--- src/rtl/stack_arb.sv ---
// Round-robin arbiter/sequencer sharing one stack datapath between N_REQ requesters.
// Optional BUSY watchdog enabled by defining STACK_ARB_TIMEOUT_EN.
module stack_arb #(
  parameter int unsigned N_REQ       = 4,
  parameter int unsigned DATA_W      = 32,
  parameter int unsigned TIMEOUT_CYC = 16
) (
  input  logic                      clk,
  input  logic                      reset_n,
  input  logic [N_REQ-1:0]          req_valid,
  input  logic [N_REQ-1:0]          req_write,
  input  logic [N_REQ*DATA_W-1:0]   req_data_wr,
  output logic [N_REQ-1:0]          req_ready,
  output logic [DATA_W-1:0]         req_data_rd,
  output logic                      req_err,
  output logic [N_REQ-1:0]          grant,
  output logic                      stk_valid,
  input  logic                      stk_ready,
  output logic                      stk_write,
  output logic [DATA_W-1:0]         stk_data_wr,
  input  logic [DATA_W-1:0]         stk_data_rd,
  input  logic                      stk_err
);

  localparam int unsigned IDX_W = (N_REQ > 1) ? $clog2(N_REQ) : 1;

  typedef enum logic [1:0] {S_IDLE, S_BUSY, S_DONE} state_e;

  if (N_REQ < 2 || N_REQ > 8) begin : g_bad_n_req
    $error("stack_arb: N_REQ must be in 2..8");
  end
  if (TIMEOUT_CYC < 2 || TIMEOUT_CYC > 255) begin : g_bad_timeout
    $error("stack_arb: TIMEOUT_CYC must be in 2..255");
  end

  state_e                state_q, state_d;
  logic [IDX_W-1:0]      ptr_q, ptr_d;
  logic [IDX_W-1:0]      win_q, win_d;
  logic [N_REQ-1:0]      grant_q, grant_d;
  logic [N_REQ-1:0]      ready_q, ready_d;
  logic [DATA_W-1:0]     data_rd_q, data_rd_d;
  logic                  err_q, err_d;
  logic                  stk_valid_q, stk_valid_d;
  logic                  stk_write_q, stk_write_d;
  logic [DATA_W-1:0]     stk_data_wr_q, stk_data_wr_d;
`ifdef STACK_ARB_TIMEOUT_EN
  logic [7:0]            cnt_q, cnt_d;
`endif

  logic                  any_valid_c;
  logic [IDX_W-1:0]      cand_c;
  logic [IDX_W-1:0]      win_idx_c;
  logic                  hs_c;
  logic [DATA_W-1:0]     wr_arr [N_REQ];

  for (genvar g = 0; g < int'(N_REQ); g++) begin : g_unpack
    assign wr_arr[g] = req_data_wr[g*DATA_W +: DATA_W];
  end

  // Round-robin search: first valid requester at or after ptr_q, wrapping.
  always_comb begin
    any_valid_c = 1'b0;
    cand_c      = '0;
    win_idx_c   = '0;
    for (int i = 0; i < int'(N_REQ); i++) begin
      cand_c = IDX_W'((int'(ptr_q) + i) % int'(N_REQ));
      if (!any_valid_c && req_valid[cand_c]) begin
        any_valid_c = 1'b1;
        win_idx_c   = cand_c;
      end
    end
  end

  assign hs_c = stk_valid_q && stk_ready;

  always_comb begin
    state_d       = state_q;
    ptr_d         = ptr_q;
    win_d         = win_q;
    grant_d       = grant_q;
    ready_d       = '0;
    data_rd_d     = data_rd_q;
    err_d         = err_q;
    stk_valid_d   = stk_valid_q;
    stk_write_d   = stk_write_q;
    stk_data_wr_d = stk_data_wr_q;
`ifdef STACK_ARB_TIMEOUT_EN
    cnt_d         = cnt_q;
`endif
    unique case (state_q)
      S_IDLE: begin
        if (any_valid_c) begin
          win_d         = win_idx_c;
          grant_d       = N_REQ'(1) << win_idx_c;
          stk_write_d   = req_write[win_idx_c];
          stk_data_wr_d = wr_arr[win_idx_c];
          stk_valid_d   = 1'b1;
          state_d       = S_BUSY;
`ifdef STACK_ARB_TIMEOUT_EN
          cnt_d         = 8'd0;
`endif
        end
      end
      S_BUSY: begin
        if (hs_c) begin
          data_rd_d   = stk_data_rd;
          err_d       = stk_err;
          stk_valid_d = 1'b0;
          ready_d     = grant_q;
          ptr_d       = (win_q == IDX_W'(N_REQ - 1)) ? '0 : win_q + IDX_W'(1);
          state_d     = S_DONE;
        end
`ifdef STACK_ARB_TIMEOUT_EN
        else begin
          cnt_d = cnt_q + 8'd1;
          // Limit reached without a handshake: abort with an error completion.
          if (cnt_q + 8'd1 == 8'(TIMEOUT_CYC)) begin
            data_rd_d   = '0;
            err_d       = 1'b1;
            stk_valid_d = 1'b0;
            ready_d     = grant_q;
            ptr_d       = (win_q == IDX_W'(N_REQ - 1)) ? '0 : win_q + IDX_W'(1);
            state_d     = S_DONE;
          end
        end
`endif
      end
      S_DONE: begin
        grant_d = '0;
        state_d = S_IDLE;
      end
      default: begin
        grant_d     = '0;
        stk_valid_d = 1'b0;
        state_d     = S_IDLE;
      end
    endcase
  end

  always_ff @(posedge clk or negedge reset_n) begin
    if (!reset_n) begin
      state_q       <= S_IDLE;
      ptr_q         <= '0;
      win_q         <= '0;
      grant_q       <= '0;
      ready_q       <= '0;
      data_rd_q     <= '0;
      err_q         <= 1'b0;
      stk_valid_q   <= 1'b0;
      stk_write_q   <= 1'b0;
      stk_data_wr_q <= '0;
`ifdef STACK_ARB_TIMEOUT_EN
      cnt_q         <= 8'd0;
`endif
    end else begin
      state_q       <= state_d;
      ptr_q         <= ptr_d;
      win_q         <= win_d;
      grant_q       <= grant_d;
      ready_q       <= ready_d;
      data_rd_q     <= data_rd_d;
      err_q         <= err_d;
      stk_valid_q   <= stk_valid_d;
      stk_write_q   <= stk_write_d;
      stk_data_wr_q <= stk_data_wr_d;
`ifdef STACK_ARB_TIMEOUT_EN
      cnt_q         <= cnt_d;
`endif
    end
  end

  assign req_ready   = ready_q;
  assign req_data_rd = data_rd_q;
  assign req_err     = err_q;
  assign grant       = grant_q;
  assign stk_valid   = stk_valid_q;
  assign stk_write   = stk_write_q;
  assign stk_data_wr = stk_data_wr_q;

endmodule

--- config.mk ---
export PLATFORM = sky130hd
export DESIGN_NAME = stack_arb
export DESIGN_NICKNAME = d
export VERILOG_FILES = /design/src/rtl/stack_arb.sv
export SDC_FILE = /design/constraint.sdc
export NUM_CORES = 1
export LEC_CHECK = 0
export ABC_AREA = 1
export BUFFER_PORTS_ARGS = -buffer_cell sky130_fd_sc_hd__buf_2
export CAP_MARGIN = 20
export CORE_ASPECT_RATIO = 1.2
export CORE_MARGIN = 5
export CORE_UTILIZATION = 50
export CTS_CLUSTER_DIAMETER = 30
export DETAILED_ROUTE_END_ITERATION = 16
export GPL_ROUTABILITY_DRIVEN = 0
export PLACE_DENSITY = 0.85
export SKIP_CTS_REPAIR_TIMING = 1
export SYNTH_ARGS = -nofsm -noshare
export SYNTH_HDL_FRONTEND = slang
export SYNTH_SLANG_ARGS = --single-unit
--- constraint.sdc ---
create_clock -name clk -period 2.6 [get_ports clk]
set_input_delay 0.13 -clock clk [delete_from_list [all_inputs] [get_ports clk]]
set_output_delay 0.13 -clock clk [all_outputs]
set_load 0.05 [all_outputs]
# Word level (Yosys, flattened, before mapping)
# Cells that the tools add are included.
# classes
n_reduce_logical,13
eq_ne,5
n_addsub,4
order_cmp,6
n_mul,0
n_shift,1
n_bitwise,3
mux,32
n_div,0
# ops
cell,n
binary-select mux 32 bit (select 2 bit),1
two-way mux 32 bit,2
< comparator 2 x 3 -> 1 bit (second input constant),5
two-way mux 2 bit,7
two-way mux 4 bit,3
two-way mux 1 bit,11
binary-select mux 1 bit (select 2 bit),5
case mux 4 bit (2 select lines),1
AND reduction 2 bit,4
adder 2 x 1 -> 2 bit (second input constant),2
adder 2 bit (second input constant),2
== test 2 bit (second input constant),2
logical AND 1 bit,4
!= test 2 bit (second input constant),2
case mux 2 bit (2 select lines),1
left shift 1 x 2 -> 4 bit (first input constant),1
>= comparator 3 bit (second input constant),1
logical NOT 1 bit,3
inverter 2 -> 3 bit,1
case mux 1 bit (3 select lines),1
AND reduction 3 bit,1
== test 2 x 1 -> 1 bit (second input constant),1
logical NOT 2 bit,1
inverter 1 bit,2
# word_totals
input_bits,172
output_inout_bits,75
ram_bits,0
word_cells,74
ff_bits,81
romBits,0
latchBits,0
n_memories,0

# Logic depth before layout (Yosys ltp)
# Gate-level depths: netlist of the first run.
# depth
depth_word,16
ltp_mapped,16
mapped_depth_nobuf,15

# Worst setup path before layout of the first run
# OpenSTA, ideal clock, no wires.
# synth_path
path_kind,register to register
start,reg ptr_q[0]
end,reg stk_data_wr_q[0] (netlist: stk_data_wr[0])
period_less_slack_ps,1777
slack_ps,823
t_arrival_ps,1659
n_path_buf,3
required_time_ps,2482
setup_ps,118
stages_incl_launch_ff,16
cell_sequence,dfrtp_1 > buf_4 > nand2_1 > nand2_2 > nand2_1 > nand2_1 > nor2_2 > nand3_2 > buf_2 > buf_6 > nand4_1 > nand2_1 > nand2_1 > nand2_1 > nand2_1 > nand2_1
# synth_via
elab_chain_len,16
elab_cells_between_ends,30
cone_classes,3 x add/sub; 19 x mux; 1 x bitwise; 7 x reduce/logical
# synth_lines
item,line,text
"start, declared",37,"logic [IDX_W-1:0] ptr_q, ptr_d;"
"start signal, assigned",157,ptr_q <= ptr_d;
branches (longest 16 deep; another with adder 2 x 1 -> 2 bit),-,
"end signal, assigned",165,stk_data_wr_q <= stk_data_wr_d;
"end, declared",45,"logic [DATA_W-1:0] stk_data_wr_q, stk_data_wr_d;"
# Parallel ways; which one is timed is not known. The select of a mux whose other input is x is not followed.
# A chain may end at the register's enable or synchronous reset.

# Final worst setup path of the first run
# layout_path
start,reg ptr_q[0]
end,reg stk_data_wr_q[30] (netlist: stk_data_wr[30])
# Same word-level chain as after synthesis.

==> impl_results.md, run 1 <==
- Leakage: 3.98 nW
- Clock transition at path regs: 60 ps
- Grt met2 use: 0.418
- CP endpoint: stk_data_wr[30]
- PnR Total Power: 11.1 mW
- Post-synthesis xor/xnor area fraction: 0
- Root Buffer: clkbuf_16
- H-tree Lvls: 3
- Fin cells: 1080
- Antenna violations before repair: 0
- Final setup TNS: 0 ps
- Final Hold Violating Endpoints: 17
- Die area: 11600 µm²
- DP Worst Slack: 138 ps
- Cell total after placement: 1057
- RSZ-0062 raised after global routing: no
- Critical Path Source Type: register
- GR Util met1: 0.341
- Crit path time final: 2350 ps
- GRT Total Usage: 0.259
- Max-slew violations: 0
- # Max-Cap Violations: 0
- Crit Path Max Fanout: 27
- Clk_lat worst skew: 330 ps
- Worst VDD drop: 0.000983 V
- DR pass1 iterations: 5
- CP arrival: 2620 ps
- First-pass GRT wire length: 24200 µm
- Number of register bits inferred by synthesis: 81
- Crit path top cell by count: nand2_1
- Synth Warn #: 0
- Overflow left after global routing: 0
- Top-count cell post-synth: nand2_1
- PortBufs: 246
- Yosys top cell by area: dfrtp_1
- Post-DR vias/cell: 5.09
- Vias in the first global route: 4944
- Mux cell area share after synthesis: 0
- Setup-failing EPs final: 0
- Met3 Use GR: 0.0627
- Tcrit/Tclk final: 0.904
- Asr flop ratio synth: 1.00
- ANT cells: 0
- CP max stage cell: dfrtp_2
- CP peak stage delay: 480 ps
- Die Ht: 117 µm
- Share of the synthesized area in the top cell type: 0.427
- Worst clock skew: 7.37 ps
- Mapped Area: 4750 µm²
- Total core area: 9420 µm²
- Placed Area: 6010 µm²
- Chip Width: 99.0 µm
- Top cells by count, synth: nand2_1 (472), dfrtp_1 (81), nand4_1 (67), buf_2 (21), inv_1 (14)
- DR iter-0 viols: 323
- Share of post-route cells with drive strength above 1: 0.300
- Reg2reg setup slack: 250 ps
- Max clock buf depth: 2
- PnR worst setup slack: 251 ps
- Worst Reg-to-Reg Cells: 14
- Min-delay src: stk_data_rd[9]
- Initial core utilization: 0.504
- Kind of critical path: register to register
- Setup crit start: ptr_q[0]
- Global-route layer with the greatest usage: met2
- Yosys cell types: 22
- Largest net degree at the start of global routing: 82
- Worst reg2reg endpoint: stk_data_wr[30]
- Sink Count: 81
- Max-slew headroom: 0.366
- DRC viols: 0
- Worst Hold Depth: 3
- EDFF count, synth: 0
- Via Count: 5497
- Design area: 6410 µm²
- Least-Margin Pin Slew: 946 ps
- Simple-gate share of the synthesized area: 0.491
- FMAX: 0.426 GHz
- Routed wire length: 15700 µm
- Required time worst endpoint: 2870 ps
- Worst path cell trace: inv_2 > nand2_1 > nand3_1 > nand2_1 > inv_1 > nand3_2 > nand3_2 > buf_4 > nand2_1 > nand2_1 > nand2_1 > nand2_1 > nand2_1 > nand2_1
- CTS buffer count: 9
- Post-route ant nets: 0
- Detailed Place HPWL: 11000 µm
- Largest family of logic cells by synthesized area: simple AND/OR/NAND/NOR gates
- Syn Nets: 897
- Synth Instances: 724
- R2r startpoint: ptr_q[0]
- Critical Path Sink Type: register
- IO Count: 247
- Adder-cell share of the synthesized area: 0.00264
- Drt wl/cell: 14.6 µm
- HP Class: input pin to register
- Worst hold slack: -15.7 ps
- CTS tree: yes
- Synth top area cells: dfrtp_1 (43%), nand2_1 (37%), nand4_1 (8.8%)
- Status: finished with violations
- Seq/Total Area, Yosys: 0.427
- Final-stage net count: 1125
- Synthesis-to-finish area growth: 35.1%
- Synth Area in Compound Gates: 0.0124
- Pwr Density: 1740 nW/µm²
- Synth Area per Inst: 6.56 µm²
- Std-Cell Rows: 39
- Prevailing post-synth register cell: dfrtp_1
- Violated checks: hold timing
==> how the worst min path moves through the flow <==
stage,to,slack (ps)
final,req_data_rd[9],-20
after global routing,req_data_rd[20],-9
after CTS,stk_data_wr[22],-160
after detailed placement,stk_data_wr[22],200
after global placement,stk_data_wr[23],190
after floorplan,grant[0],-170
==> area by class of cell <==
class | count | area (µm²)
fill | 829 | 3000
multi-input combinational | 575 | 2400
sequential | 81 | 2030
timing repair buffer | 266 | 1430
clock buffer | 11 | 243
tap | 123 | 154
clock inverter | 5 | 85.1
inverter | 19 | 71.3
==> stage by stage <==
stage / hold slack, ps / util
floorplan: -166 / -
global placement: 189 / 0.638
detailed placement: 203 / 0.638
CTS: -158 / 0.673
global route: -9.44 / 0.681
finish: -15.7 / 0.681
==> layout by cell type, fill, tap and decap left out <==
cell type	synthesis	routed
inv_6	0	2
inv_2	4	4
o21ai_0	5	5
clkbuf_8	0	1
inv_1	14	14
buf_12	0	2
clkbuf_1	13	1
clkinvlp_4	0	1
buf_4	4	11
nor2_2	1	1
buf_6	3	1
nand4_1	67	67
nand2_1	472	472
dfrtp_2	0	1
bufinv_16	0	2
nor2_1	7	7
nor3_2	1	1
buf_2	21	245
o31ai_1	1	1
clkbuf_16	0	9
a31oi_1	1	1
nand3_2	4	4
dlygate4sd3_1	0	7
ha_1	1	1
clkinv_1	1	1
o21ai_1	4	4
dfrtp_1	81	80
nand2_2	2	2
nand3_1	9	9
==> cells by family (layout without fill, tap and decap cells) <==
| group | after synthesis | after routing |
|---|---|---|
| AND/OR/NAND/NOR | 563 | 563 |
| flip-flops | 81 | 81 |
| buffers and inverters | 68 | 301 |
| AO/OA/AOI/OAI | 11 | 11 |
| adder cells (fa/ha/maj) | 1 | 1 |
==> flip-flops by register name (all words and copies together), names as in the netlist <==
register / flops
stk_data_wr: 32
win_q: 2
ptr_q: 2
req_ready: 4
state_q: 2
req_data_rd: 32
stk_valid: 1
req_err: 1
stk_write: 1
grant: 4
==> per-layer routing <==
layer  vias up  part of all wire
met5         -                 0
met4         0             0.026
met3        37             0.095
met2       286              0.48
met1      2432              0.40
li1       2742                 -
==> power breakdown <==
group / switching (mW) / leakage (nW) / internal, mW
Sequential: 0.342 / 1.02 / 1.85
Combinational: 5.54 / 2.80 / 2.01
Clock: 0.520 / 0.157 / 0.875
Total: 6.41 / 3.98 / 4.73
==> worst max-delay path: cells and delay by family, from the launching register on <==
family | cells | cell delay [ps]
buf+inv | 3 | 560
simple gates | 11 | 1240
flops | 1 | 480
Power figures use the tool's default switching activity.
==> inputs of run 2 (changes only) <==
--- a/config.mk
+++ b/config.mk
@@ -6,7 +6,7 @@
 export NUM_CORES = 1
 export LEC_CHECK = 0
 export ABC_AREA = 1
-export BUFFER_PORTS_ARGS = -buffer_cell sky130_fd_sc_hd__buf_2
+export BUFFER_PORTS_ARGS = -buffer_cell sky130_fd_sc_hd__buf_4
 export CAP_MARGIN = 20
 export CORE_ASPECT_RATIO = 1.2
 export CORE_MARGIN = 5
==> impl_results.md, run 2 (synthesis results as in run 1) <==
- Status: finished with violations (unchanged)
- Violated checks: hold timing (unchanged)
- Reg2reg setup slack: 280 ps (was 250 ps)
- Std-Cell Rows: 39 (unchanged)
- Post-DR vias/cell: 5.16 (was 5.09)
- H-tree Lvls: 3 (unchanged)
- Critical Path Sink Type: register (unchanged)
- Clock transition at path regs: 60 ps (about the same)
- R2r startpoint: ptr_q[0] (unchanged)
- Crit path time final: 2320 ps (was 2350 ps)
- Crit path max-delay family: simple AND/OR/NAND/NOR gates (unchanged)
- Via Count: 5616 (was 5497)
- Kind of critical path: register to register (unchanged)
- CP max stage cell: dfrtp_1 (was dfrtp_2)
- HP Class: input pin to register (unchanged)
- GRT Total Usage: 0.275 (was 0.259)
- Worst Reg-to-Reg Cells: 15 (was 14)
- First-pass GRT wire length: 25600 µm (was 24200 µm)
- DRC viols: 0 (unchanged)
- CTS buffer count: 9 (unchanged)
- Worst Hold Depth: 3 (unchanged)
- Leakage: 4.21 nW (was 3.98 nW)
- CP bufs+invs: 2 (was 3)
- Routed wire length: 16600 µm (was 15700 µm)
- Clk_lat worst skew: 340 ps (was 330 ps)
- PortBufs: 246 (unchanged)
- DR iter-0 viols: 439 (was 323)
- FMAX: 0.431 GHz (was 0.426 GHz)
- Total core area: 9420 µm² (unchanged)
- Pwr Density: 1630 nW/µm² (was 1740 nW/µm²)
- Antenna violations before repair: 0 (unchanged)
- Largest net degree at the start of global routing: 82 (unchanged)
- Detailed Place HPWL: 11300 µm (was 11000 µm)
- Die area: 11600 µm² (unchanged)
- Placed Area: 6610 µm² (was 6010 µm²)
- Die Ht: 117 µm (unchanged)
- Worst reg2reg endpoint: stk_data_wr[4] (was stk_data_wr[30])
- CP arrival: 2600 ps (was 2620 ps)
- Least-Margin Pin Slew: 969 ps (was 946 ps)
- Cell total after placement: 1055 (was 1057)
- Worst hold slack: -17.2 ps (was -15.7 ps)
- Max-slew headroom: 0.350 (was 0.366)
- Required time worst endpoint: 2870 ps (about the same)
- Root Buffer: clkbuf_16 (unchanged)
- Final-stage net count: 1133 (was 1125)
- CTS tree: yes (unchanged)
- Most common cell after layout, fill and taps aside: nand2_1 (unchanged)
- Max clock buf depth: 2 (unchanged)
- Sink Count: 81 (unchanged)
- Design area: 7120 µm² (was 6410 µm²)
- Post-route ant nets: 0 (unchanged)
- Final setup TNS: 0 ps (unchanged)
- PnR Total Power: 11.6 mW (was 11.1 mW)
- Tcrit/Tclk final: 0.893 (was 0.904)
- Overflow left after global routing: 0 (unchanged)
- Drt wl/cell: 15.3 µm (was 14.6 µm)
- CP peak stage delay: 550 ps (was 480 ps)
- Synthesis-to-finish area growth: 50.0% (was 35.1%)
- Commonest non-fill, non-tap cells in the layout: nand2_1 (472), buf_4 (255), dfrtp_1 (81) (was nand2_1 (472), buf_2 (245), dfrtp_1 (80))
- DR pass1 iterations: 5 (unchanged)
- RSZ-0062 raised after global routing: no (unchanged)
- Worst clock skew: 5.28 ps (was 7.37 ps)
- Initial core utilization: 0.504 (unchanged)
- Min-delay src: stk_data_rd[11] (was stk_data_rd[9])
- Crit path top cell by count: nand2_1 (unchanged)
- Final Hold Violating Endpoints: 13 (was 17)
- Critical Path Source Type: register (unchanged)
- Fin cells: 1088 (was 1080)
- Worst path cell trace: inv_2 > nand2_1 > nand2_2 > nand2_1 > nand2_1 > nor2_2 > nand3_2 > nand3_2 > buf_4 > nand2_1 > nand2_1 > nand2_1 > nand2_1 > nand2_1 > nand2_1 (was inv_2 > nand2_1 > nand3_1 > nand2_1 > inv_1 > nand3_2 > nand3_2 > buf_4 > nand2_1 > nand2_1 > nand2_1 > nand2_1 > nand2_1 > nand2_1)
- Share of post-route cells with drive strength above 1: 0.296 (was 0.300)
- Chip Width: 99.0 µm (unchanged)
- IO Count: 247 (unchanged)
- Max-slew violations: 0 (unchanged)
- Hold Path Sink: req_data_rd[11] (was req_data_rd[9])
- Vias in the first global route: 5190 (was 4944)
- Setup-failing EPs final: 0 (unchanged)
- ANT cells: 0 (unchanged)
- # Max-Cap Violations: 0 (unchanged)
- Worst VDD drop: 0.000999 V (was 0.000983 V)
- Crit Path Max Fanout: 40 (was 27)
-- run 2: cell count changes in the layout (fill, tap and decap cells not counted), sizes merged --
cell / before / now
clkbuf: 11 / 9
inv: 20 / 21
buf: 259 / 258
clkinv: 1 / 2
dlygate4sd3: 7 / 16
-- run 2: how the worst max path moves through the flow --
stage | from | endpoint | slack, ps | depth (start not counted)
final | ptr_q[0] | stk_data_wr[4] | 280 | 15
after global routing | ptr_q[0] | stk_data_wr[12] | 7 | 13
after CTS | ptr_q[0] | stk_data_wr[4] | 320 | 13
after detailed placement | ptr_q[0] | stk_data_wr[13] | 340 | 13
after global placement | ptr_q[0] | stk_data_wr[15] | 460 | 13
after floorplan | ptr_q[0] | stk_data_wr[0] | 820 | 15
-- run 2: where the power goes --
| group | switching (mW) | leakage (nW) | internal (mW) |
|---|---|---|---|
| Combinational | 5.62 | 3.03 | 2.42 |
| Clock | 0.538 | 0.158 | 0.853 |
| Sequential | 0.349 | 1.02 | 1.85 |
-- run 2: tightest hold or removal path, delay by kind of cell --
| kind | cells | cell delay, ps |
|---|---|---|
| buffers and inverters | 1 | 80 |
| and+or+nand+nor | 2 | 80 |
-- run 2: final cells by class --
type | count | area, µm²
clock buffers | 9 | 225
clock inverters | 7 | 101
flip-flops and latches | 81 | 2030
fillers | 774 | 2290
repair buffers | 274 | 2140
well taps | 123 | 154
multi-input cells | 575 | 2400
inverters | 19 | 71.3
-- run 2: routing by layer --
layer / vias to the layer above / global-route usage / share of wire
li1: 2760 / - / -
met1: 2564 / 0.359 / 0.39
met2: 268 / 0.449 / 0.49
met3: 24 / 0.0627 / 0.10
met4: 0 / 0.101 / 0.017
met5: - / 0 / 0
-- run 2: metrics by stage --
| step | util | setup slack, ps |
|---|---|---|
| global route | 0.756 | 7.50 |
| CTS | 0.736 | 318 |
| detailed placement | 0.702 | 339 |
| finish | 0.756 | 278 |
| global placement | 0.702 | 459 |
| floorplan | - | 823 |
